===== config.mk =====
export PLATFORM = sky130hd
export DESIGN_NAME = number_spawn_scheduler_flat
export DESIGN_NICKNAME = d
export VERILOG_FILES = /design/src/rtl/number_spawn_pkg.sv /design/src/rtl/number_spawn_scheduler_if.sv /design/src/rtl/number_spawn_lfsr.sv /design/src/rtl/number_spawn_scheduler.sv /design/src/flat_wrapper.sv
export SDC_FILE = /design/constraint.sdc
export NUM_CORES = 1
export LEC_CHECK = 0
export CAP_MARGIN = 10
export CELL_PAD_IN_SITES_DETAIL_PLACEMENT = 0
export CELL_PAD_IN_SITES_GLOBAL_PLACEMENT = 1
export CORE_MARGIN = 5
export CORE_UTILIZATION = 32
export DETAILED_ROUTE_END_ITERATION = 8
export HOLD_SLACK_MARGIN = 0.1
export PLACE_DENSITY_LB_ADDON = 0.1
export RECOVER_POWER = 100
export SYNTH_ARGS = -nofsm -noshare
export SYNTH_HDL_FRONTEND = slang
export SYNTH_SLANG_ARGS = --single-unit

===== constraint.sdc =====
create_clock -name clk -period 1.9 [get_ports clk]
set_input_delay 0.38 -clock clk [delete_from_list [all_inputs] [get_ports clk]]
set_output_delay 0.38 -clock clk [all_outputs]
set_load 0.02 [all_outputs]

===== src/rtl/number_spawn_pkg.sv =====
// Shared types, widths and difficulty tables for the falling-number spawn scheduler.
package number_spawn_pkg;

  localparam int unsigned LFSR_W                 = 10;
  localparam int unsigned COORD_W                = 11;
  localparam int unsigned CNT_W                  = 6;
  localparam int unsigned FIXED_POINT_MULTIPLIER = 64;

  typedef enum logic [1:0] {
    IDLE = 2'd0,
    WAIT = 2'd1,
    PICK = 2'd2,
    LOAD = 2'd3
  } spawn_state_e;

  // Spawn period in frames and X speed magnitude (x64 fixed point) per difficulty level
  localparam logic [CNT_W-1:0] PERIOD_LUT [4] = '{6'd60, 6'd45, 6'd30, 6'd20};
  localparam int unsigned SPEED_LUT [4] = '{FIXED_POINT_MULTIPLIER / 4,
                                            FIXED_POINT_MULTIPLIER * 3 / 8,
                                            FIXED_POINT_MULTIPLIER / 2,
                                            FIXED_POINT_MULTIPLIER * 3 / 4};

  function automatic logic [COORD_W-1:0] signed_speed(input logic [1:0] level,
                                                      input logic       positive);
    logic [COORD_W-1:0] mag;
    mag = COORD_W'(SPEED_LUT[level]);
    return positive ? mag : (~mag + COORD_W'(1));
  endfunction

endpackage


===== src/rtl/number_spawn_scheduler_if.sv =====
// Game-side bus of the spawn scheduler: frame/level control in, mover slot control out.
interface number_spawn_scheduler_if #(
  parameter int unsigned N_SLOTS = 4
);
  logic                                          startOfFrame;
  logic                                          enable;
  logic [1:0]                                    level;
  logic [number_spawn_pkg::COORD_W*N_SLOTS-1:0]  slotTopY;
  logic [N_SLOTS-1:0]                            slotHit;
  logic [N_SLOTS-1:0]                            slotActive;
  logic [N_SLOTS-1:0]                            slotLoad;
  logic [number_spawn_pkg::COORD_W-1:0]          loadX;
  logic [number_spawn_pkg::COORD_W-1:0]          loadSpeed;
  logic                                          spawnMissed;

  modport master (
    output startOfFrame, enable, level, slotTopY, slotHit,
    input  slotActive, slotLoad, loadX, loadSpeed, spawnMissed
  );

  modport slave (
    input  startOfFrame, enable, level, slotTopY, slotHit,
    output slotActive, slotLoad, loadX, loadSpeed, spawnMissed
  );
endinterface


===== src/rtl/number_spawn_lfsr.sv =====
// Free-running 10-bit Fibonacci LFSR (x^10 + x^7 + 1) used for start X and direction.
module number_spawn_lfsr
  import number_spawn_pkg::*;
#(
  parameter logic [LFSR_W-1:0] SEED = 10'h2A5
) (
  input  logic              clk,
  input  logic              resetN,
  output logic [LFSR_W-1:0] o_value
);

  logic [LFSR_W-1:0] r_lfsr;

  always_ff @(posedge clk or negedge resetN) begin
    if (!resetN) r_lfsr <= SEED;
    else         r_lfsr <= {r_lfsr[LFSR_W-2:0], r_lfsr[9] ^ r_lfsr[6]};
  end

  assign o_value = r_lfsr;

endmodule


===== src/rtl/number_spawn_scheduler.sv =====
// Decides when a falling number spawns, which mover slot it takes, its start X/speed,
// and retires slots that were hit or left the screen.
module number_spawn_scheduler
  import number_spawn_pkg::*;
#(
  parameter int unsigned       N_SLOTS   = 4,
  parameter int unsigned       X_MIN     = 32,
  parameter int unsigned       X_RANGE   = 512,
  parameter int                Y_LIMIT   = 479,
  parameter logic [LFSR_W-1:0] LFSR_SEED = 10'h2A5
) (
  input  logic                        clk,
  input  logic                        resetN,
  number_spawn_scheduler_if.slave     bus
);

  localparam int unsigned IDX_W = (N_SLOTS > 1) ? $clog2(N_SLOTS) : 1;

  spawn_state_e        r_state, w_state_next;
  logic [CNT_W-1:0]    r_frame_cnt;
  logic [N_SLOTS-1:0]  r_slot_active, r_slot_load;
  logic [COORD_W-1:0]  r_load_x, r_load_speed;
  logic                r_spawn_missed;

  logic [LFSR_W-1:0]   w_lfsr;
  logic [N_SLOTS-1:0]  w_retire;
  logic                w_free_found;
  logic [IDX_W-1:0]    w_free_idx;
  logic [CNT_W-1:0]    w_period_m1;
  logic                w_expiry;
  logic                w_do_load, w_miss;
  logic [31:0]         w_x_off;
  logic [COORD_W-1:0]  w_start_x;

  number_spawn_lfsr #(.SEED(LFSR_SEED)) u_lfsr (
    .clk     (clk),
    .resetN  (resetN),
    .o_value (w_lfsr)
  );

  // A live slot retires on a hit, or at frame start when its top edge is off screen
  always_comb begin
    logic signed [COORD_W-1:0] w_top_y;
    w_retire = '0;
    w_top_y  = '0;
    for (int i = 0; i < N_SLOTS; i++) begin
      w_top_y     = $signed(bus.slotTopY[COORD_W*i +: COORD_W]);
      w_retire[i] = r_slot_active[i] &&
                    (bus.slotHit[i] ||
                     (bus.startOfFrame &&
                      ((w_top_y > $signed(COORD_W'(Y_LIMIT))) || w_top_y[COORD_W-1])));
    end
  end

  // Lowest-index free slot; a slot retiring this cycle is still marked active here
  always_comb begin
    w_free_found = 1'b0;
    w_free_idx   = '0;
    for (int i = N_SLOTS - 1; i >= 0; i--) begin
      if (!r_slot_active[i]) begin
        w_free_found = 1'b1;
        w_free_idx   = IDX_W'(i);
      end
    end
  end

  assign w_period_m1 = PERIOD_LUT[bus.level] - CNT_W'(1);
  assign w_expiry    = bus.enable && bus.startOfFrame && (r_frame_cnt >= w_period_m1);
  assign w_x_off     = (32'(w_lfsr[8:0]) >= X_RANGE) ? (32'(w_lfsr[8:0]) - X_RANGE)
                                                     : 32'(w_lfsr[8:0]);
  assign w_start_x   = COORD_W'(X_MIN + w_x_off);

  always_ff @(posedge clk or negedge resetN) begin
    if (!resetN) begin
      r_frame_cnt <= '0;
    end else if (bus.enable && bus.startOfFrame) begin
      r_frame_cnt <= w_expiry ? '0 : r_frame_cnt + CNT_W'(1);
    end
  end

  always_ff @(posedge clk or negedge resetN) begin
    if (!resetN) r_state <= IDLE;
    else         r_state <= w_state_next;
  end

  always_comb begin
    w_state_next = r_state;
    w_do_load    = 1'b0;
    w_miss       = 1'b0;
    case (r_state)
      IDLE: if (bus.enable) w_state_next = WAIT;
      WAIT: begin
        if (!bus.enable)   w_state_next = IDLE;
        else if (w_expiry) w_state_next = PICK;
      end
      PICK: begin
        if (!bus.enable) begin
          w_state_next = IDLE;
        end else if (w_free_found) begin
          w_state_next = LOAD;
          w_do_load    = 1'b1;
        end else begin
          w_state_next = WAIT;
          w_miss       = 1'b1;
        end
      end
      LOAD:    w_state_next = bus.enable ? WAIT : IDLE;
      default: w_state_next = IDLE;
    endcase
  end

  // The load strobe itself marks the slot live on the following edge
  always_ff @(posedge clk or negedge resetN) begin
    if (!resetN) begin
      r_slot_active  <= '0;
      r_slot_load    <= '0;
      r_load_x       <= '0;
      r_load_speed   <= '0;
      r_spawn_missed <= 1'b0;
    end else begin
      r_slot_active  <= (r_slot_active & ~w_retire) | r_slot_load;
      r_slot_load    <= w_do_load ? (N_SLOTS'(1) << w_free_idx) : '0;
      r_spawn_missed <= w_miss;
      if (w_do_load) begin
        r_load_x     <= w_start_x;
        r_load_speed <= signed_speed(bus.level, w_lfsr[9]);
      end
    end
  end

  assign bus.slotActive  = r_slot_active;
  assign bus.slotLoad    = r_slot_load;
  assign bus.loadX       = r_load_x;
  assign bus.loadSpeed   = r_load_speed;
  assign bus.spawnMissed = r_spawn_missed;

endmodule


===== src/flat_wrapper.sv =====
// flat-port wrapper written by rule: the top's interface ports become plain ports
module number_spawn_scheduler_flat import number_spawn_pkg::*;
#(
  parameter int unsigned       N_SLOTS   = 4,
  parameter int unsigned       X_MIN     = 32,
  parameter int unsigned       X_RANGE   = 512,
  parameter int                Y_LIMIT   = 479,
  parameter logic [LFSR_W-1:0] LFSR_SEED = 10'h2A5
)
  (clk, resetN, bus_startOfFrame, bus_enable, bus_level, bus_slotTopY, bus_slotHit, bus_slotActive, bus_slotLoad, bus_loadX, bus_loadSpeed, bus_spawnMissed);
  number_spawn_scheduler_if #(.N_SLOTS(N_SLOTS)) bus_i ();
  input  logic clk;
  input  logic resetN;
  input wire logic [$bits(bus_i.startOfFrame)-1:0] bus_startOfFrame;
  input wire logic [$bits(bus_i.enable)-1:0] bus_enable;
  input wire logic [$bits(bus_i.level)-1:0] bus_level;
  input wire logic [$bits(bus_i.slotTopY)-1:0] bus_slotTopY;
  input wire logic [$bits(bus_i.slotHit)-1:0] bus_slotHit;
  output wire logic [$bits(bus_i.slotActive)-1:0] bus_slotActive;
  output wire logic [$bits(bus_i.slotLoad)-1:0] bus_slotLoad;
  output wire logic [$bits(bus_i.loadX)-1:0] bus_loadX;
  output wire logic [$bits(bus_i.loadSpeed)-1:0] bus_loadSpeed;
  output wire logic [$bits(bus_i.spawnMissed)-1:0] bus_spawnMissed;
  assign bus_i.startOfFrame = bus_startOfFrame;
  assign bus_i.enable = bus_enable;
  assign bus_i.level = bus_level;
  assign bus_i.slotTopY = bus_slotTopY;
  assign bus_i.slotHit = bus_slotHit;
  assign bus_slotActive = bus_i.slotActive;
  assign bus_slotLoad = bus_i.slotLoad;
  assign bus_loadX = bus_i.loadX;
  assign bus_loadSpeed = bus_i.loadSpeed;
  assign bus_spawnMissed = bus_i.spawnMissed;
  number_spawn_scheduler #(.N_SLOTS(N_SLOTS), .X_MIN(X_MIN), .X_RANGE(X_RANGE), .Y_LIMIT(Y_LIMIT), .LFSR_SEED(LFSR_SEED)) u_core (.clk(clk), .resetN(resetN), .bus(bus_i));
endmodule

==> results.cfg, run 1 <==
[power_and_ir_drop]
power.share.combinational = 0.312
power.internal_uw = 1820
p_leak_uw = 0.00132
vdd_ir_drop_max_uv = 536
netSwitchingFraction = 0.329
clock_power_share = 0.268
reg_power_frac = 0.421
power.net_switching_uw = 895
power_density_nw_per_um2 = 959
p_total_uw = 2720

[critical_path]
worstSetupEndpointType = register
worst-endpoint-arrival_ns = 1.96
worstRegToRegCells = 5
setup.worst_path.class = input port to register
setup.reg_to_reg.worst_slack_ns = 0.28
reg2reg_from = u_core.r_frame_cnt[3]
worstSetupStartpointType = input port
critPathMaxStageDelay_ns = 0.31
critical_path_peak_fanout = 4
timing.rr.end = u_core.r_state[0]
cp_cell_sequence = clkdlybuf4s15_1 -> buf_4 -> ha_2 -> ha_4 -> nand4_1 -> o21a_1 -> o41a_1
worst_path_max_delay_cell = sky130_fd_sc_hd__o41a_1
critPathRequiredTime_ns = 2.08

[timing]
final_period_minus_worst_setup_slack_ns = 1.78
worst_pin_slew_ns = 1.05
hold_violations = 0
relative_slew_slack = 0.300
timing_max_transition_violations_final = 0
min_period_over_period = 0.939
timing.clock.skew_ns = 0.00934
rsz_0062_raised_after_global_routing = no
fmax_mhz = 560
finalWorstSetupSlack_ns = 0.116
finalSetupViolCount = 0

[drt]
drt_pass1_iterations = 4
vias = 1482
route.antenna.remaining_nets = 0
number_of_design_rule_violations_left_after_detail_routing = 0
detail_route.iter0.violations = 47
detail_route.wirelength_microns = 4360
detail_route.wl_per_cell_microns = 13.4
vias_per_cell = 4.56

[logic_synthesis]
yosysTopAreaCellShare = 0.467
synth.distinct_cells = 33
synth.yosys.seq_area_share = 0.534
syn_avg_cell_area_sq_um = 11.1
synth_top_area_cell = sky130_fd_sc_hd__dfrtp_1
synth_warnings = 0
yosys-top-cells-area = sky130_fd_sc_hd__dfrtp_1 (47%), sky130_fd_sc_hd__ha_1 (8.8%), sky130_fd_sc_hd__dfstp_2 (6.6%)
syn_area_sq_um = 1980
synth-seq-cells = 42
synthCells = 178

[global_route]
grt-ovfl-total = 0
grt_pass1_wl_microns = 7240
groute.usage.overall = 0.119
grt_antenna_before_repair = 0
grt_pass1_vias = 1493
maximum_number_of_pins_on_one_net_before_global_route_repair = 43

[clocking]
clk_pin_slew_ns = 0.09
ctsHtreeMaxLevel = 2
clkSinkCount = 42
cts_hold_repair.buffers = 0
clk_latency_ns = 0.29
cts_root_buffer = sky130_fd_sc_hd__clkbuf_8
numCtsBuffers = 5
cts_tree = built
cts_max_path_buffers = 2

[die]
core_area_sq_um = 5960
placement_rows = 28
die_area_sq_um = 7860
initial_core_util = 0.333
chipHeight_microns = 88.7
die-width_microns = 88.7
floorplan.io_pins = 85

[layout]
drive_gt1_frac = 0.156
final.fill_count = 595
post-route-util = 0.476
postLayoutCellArea_sq_um = 2830
nNetsFinal = 317
synthToLayoutAreaGrowth_pct = 43.1
layout.cells.non_filler = 325
antenna_cells_inserted = 0

[placed_design]
placement.cell_area_sq_um = 2680
place.port_buffers = 60
placed_cells = 316
dp_hpwl_microns = 3310
final_weighted_congestion_in_routability_driven_placement = 0.774
place_ws_ns = -0.564

[run]
maxCapViolCount = 0

[worst_hold_path]
timing.hold.worst.class = input port to async pin

[status]
status = finished, final reports clean
-- power by group through the flow --
stage / clock [uW] / combinational (uW) / sequential (uW)
after floorplan: 0 / 450 / 1210
after detailed placement: 0 / 861 / 1160
final: 727 / 847 / 1140
after global placement: 0 / 858 / 1160
after global routing: 802 / 954 / 1170
after CTS: 768 / 885 / 1140
-- cells in the mapped netlist (all sizes together) --
master  instances
buf            10
and3b           1
o21ai          12
a21oi          10
o41ai           1
nand2b          5
o41a            1
conb            1
xnor2           1
nor4            1
nor2            8
o21bai          4
inv             8
nand4           6
o211ai          5
mux2            8
nor3b           2
nand2          21
nor3            3
ha             14
nand3           7
o21a            2
o311ai          1
xor2            2
o31ai           1
dfrtp          37
and3            1
dfstp           5
-- final cells by class --
type | instances | area, sq um | share of cell area
Clock buffer | 5 | 68.8 | 0.0243
Sequential cell | 42 | 1060 | 0.373
Timing Repair Buffer | 71 | 667 | 0.235
Tap cell | 75 | 93.8 | 0.0331
Clock inverter | 3 | 48.8 | 0.0172
Multi-Input combinational cell | 121 | 868 | 0.306
Inverter | 8 | 30.0 | 0.0106
-- layout by cell type (no fill, tap or decap), types with 2 or more instances in the layout --
cell type | synthesis | layout
sky130_fd_sc_hd__clkbuf_2 | 0 | 2
sky130_fd_sc_hd__o21ai_0 | 11 | 11
sky130_fd_sc_hd__inv_1 | 8 | 7
sky130_fd_sc_hd__ha_1 | 14 | 9
sky130_fd_sc_hd__nor2_1 | 8 | 8
sky130_fd_sc_hd__conb_1 | 1 | 4
sky130_fd_sc_hd__o211ai_1 | 5 | 5
sky130_fd_sc_hd__ha_4 | 0 | 3
sky130_fd_sc_hd__buf_4 | 7 | 9
sky130_fd_sc_hd__dfrtp_1 | 37 | 37
sky130_fd_sc_hd__o21bai_1 | 4 | 4
sky130_fd_sc_hd__dfstp_2 | 5 | 2
sky130_fd_sc_hd__dfstp_1 | 0 | 3
sky130_fd_sc_hd__nand2_1 | 20 | 20
sky130_fd_sc_hd__clkdlybuf4s50_1 | 0 | 29
sky130_fd_sc_hd__mux2_2 | 5 | 5
sky130_fd_sc_hd__a21oi_1 | 10 | 9
sky130_fd_sc_hd__nand4_1 | 6 | 6
sky130_fd_sc_hd__nor3_1 | 3 | 3
sky130_fd_sc_hd__nor3b_1 | 2 | 2
sky130_fd_sc_hd__xor2_1 | 2 | 2
sky130_fd_sc_hd__nand3_1 | 7 | 7
sky130_fd_sc_hd__clkbuf_8 | 0 | 5
sky130_fd_sc_hd__mux2_1 | 0 | 3
sky130_fd_sc_hd__nand2b_1 | 5 | 5
sky130_fd_sc_hd__ha_2 | 0 | 2
sky130_fd_sc_hd__dlygate4sd3_1 | 0 | 28
-- cell families (layout without fill, tap and decap cells) --
group,Yosys count,after routing,share of synthesized area
DFF,42,42,0.534
other,1,4,0.00189
adders and majority gates,14,14,0.0884
muxes,8,8,0.0512
AOI/OAI and AO/OA,37,37,0.121
buffers and inverters,18,87,0.0524
and+or+nand+nor,55,55,0.138
xor gates and xnor gates,3,3,0.0133
-- worst max-delay path by stage --
stage            startpoint           endpoint  slack (ns)
3_5_place_dp   bus_level[0]  u_core.r_state[0]       -0.56
3_3_place_gp   bus_level[0]  u_core.r_state[0]       -0.51
2_1_floorplan  bus_level[0]  u_core.r_state[0]        0.10
4_1_cts        bus_level[1]  u_core.r_state[0]        0.06
6_report       bus_level[0]  u_core.r_state[0]        0.12
5_1_grt        bus_level[0]  u_core.r_state[0]        0.02
-- timing repair --
action                                  CTS  global route
setup buffers                             1             0
pin swaps                                 2             2
endpoints found under the setup margin    8             3
hold endpoints to repair                  0             0
resized for setup                         6             8
-- flip-flops by register name, summed over array words and instances, names as in the netlist --
name,count
u_core.u_lfsr.o_value,10
u_core.bus.spawnMissed,1
u_core.bus.slotLoad,4
u_core.bus.loadX,10
u_core.bus.loadSpeed,5
u_core.r_state,2
u_core.r_frame_cnt,6
u_core.bus.slotActive,4
-- critical path: cells and delay by family --
| kind | cells | cell delay, ns |
|---|---|---|
| adders and majority gates | 2 | 0.45 |
| buffers and inverters | 2 | 0.37 |
| AOI/OAI and AO/OA | 2 | 0.57 |
| and+or+nand+nor | 1 | 0.19 |
-- stage by stage --
| stage | TNS, ns | hold WS, ns |
|---|---|---|
| 4_1_cts | 0 | 0.162 |
| 3_3_place_gp | -3.69 | 0.362 |
| 6_report | 0 | 0.351 |
| 3_5_place_dp | -4.09 | 0.364 |
| 5_1_grt | 0 | 0.389 |
| 2_1_floorplan | 0 | 0.0844 |
-- metal layers --
layer / share of wire / global-route usage / wire, microns / vias to the layer above
met5: 0 / 0 / 0 / -
met4: 0.013 / 0.0412 / 57 / 0
met3: 0.058 / 0.0326 / 255 / 4
met2: 0.50 / 0.196 / 2180 / 30
met1: 0.43 / 0.150 / 1870 / 689
li1: - / - / - / 759
Power figures use the tool's default switching activity.
==> inputs of run 2 (changes only) <==
--- a/config.mk
+++ b/config.mk
@@ -5,13 +5,13 @@
 export SDC_FILE = /design/constraint.sdc
 export NUM_CORES = 1
 export LEC_CHECK = 0
-export CAP_MARGIN = 10
+export CAP_MARGIN = 20
 export CELL_PAD_IN_SITES_DETAIL_PLACEMENT = 0
 export CELL_PAD_IN_SITES_GLOBAL_PLACEMENT = 1
 export CORE_MARGIN = 5
 export CORE_UTILIZATION = 32
+export CTS_CLUSTER_SIZE = 10
 export DETAILED_ROUTE_END_ITERATION = 8
-export HOLD_SLACK_MARGIN = 0.1
 export PLACE_DENSITY_LB_ADDON = 0.1
 export RECOVER_POWER = 100
 export SYNTH_ARGS = -nofsm -noshare
==> results of run 2 <==
Same layout as run 1: the final DEF is identical, and so are final timing and power.
==> inputs of run 3 (changes only) <==
--- a/config.mk
+++ b/config.mk
@@ -14,6 +14,7 @@
 export DETAILED_ROUTE_END_ITERATION = 8
 export PLACE_DENSITY_LB_ADDON = 0.1
 export RECOVER_POWER = 100
+export SLEW_MARGIN = 40
 export SYNTH_ARGS = -nofsm -noshare
 export SYNTH_HDL_FRONTEND = slang
 export SYNTH_SLANG_ARGS = --single-unit
==> results of run 3 <==
Same layout as run 1: the final DEF is identical, and so are final timing and power.
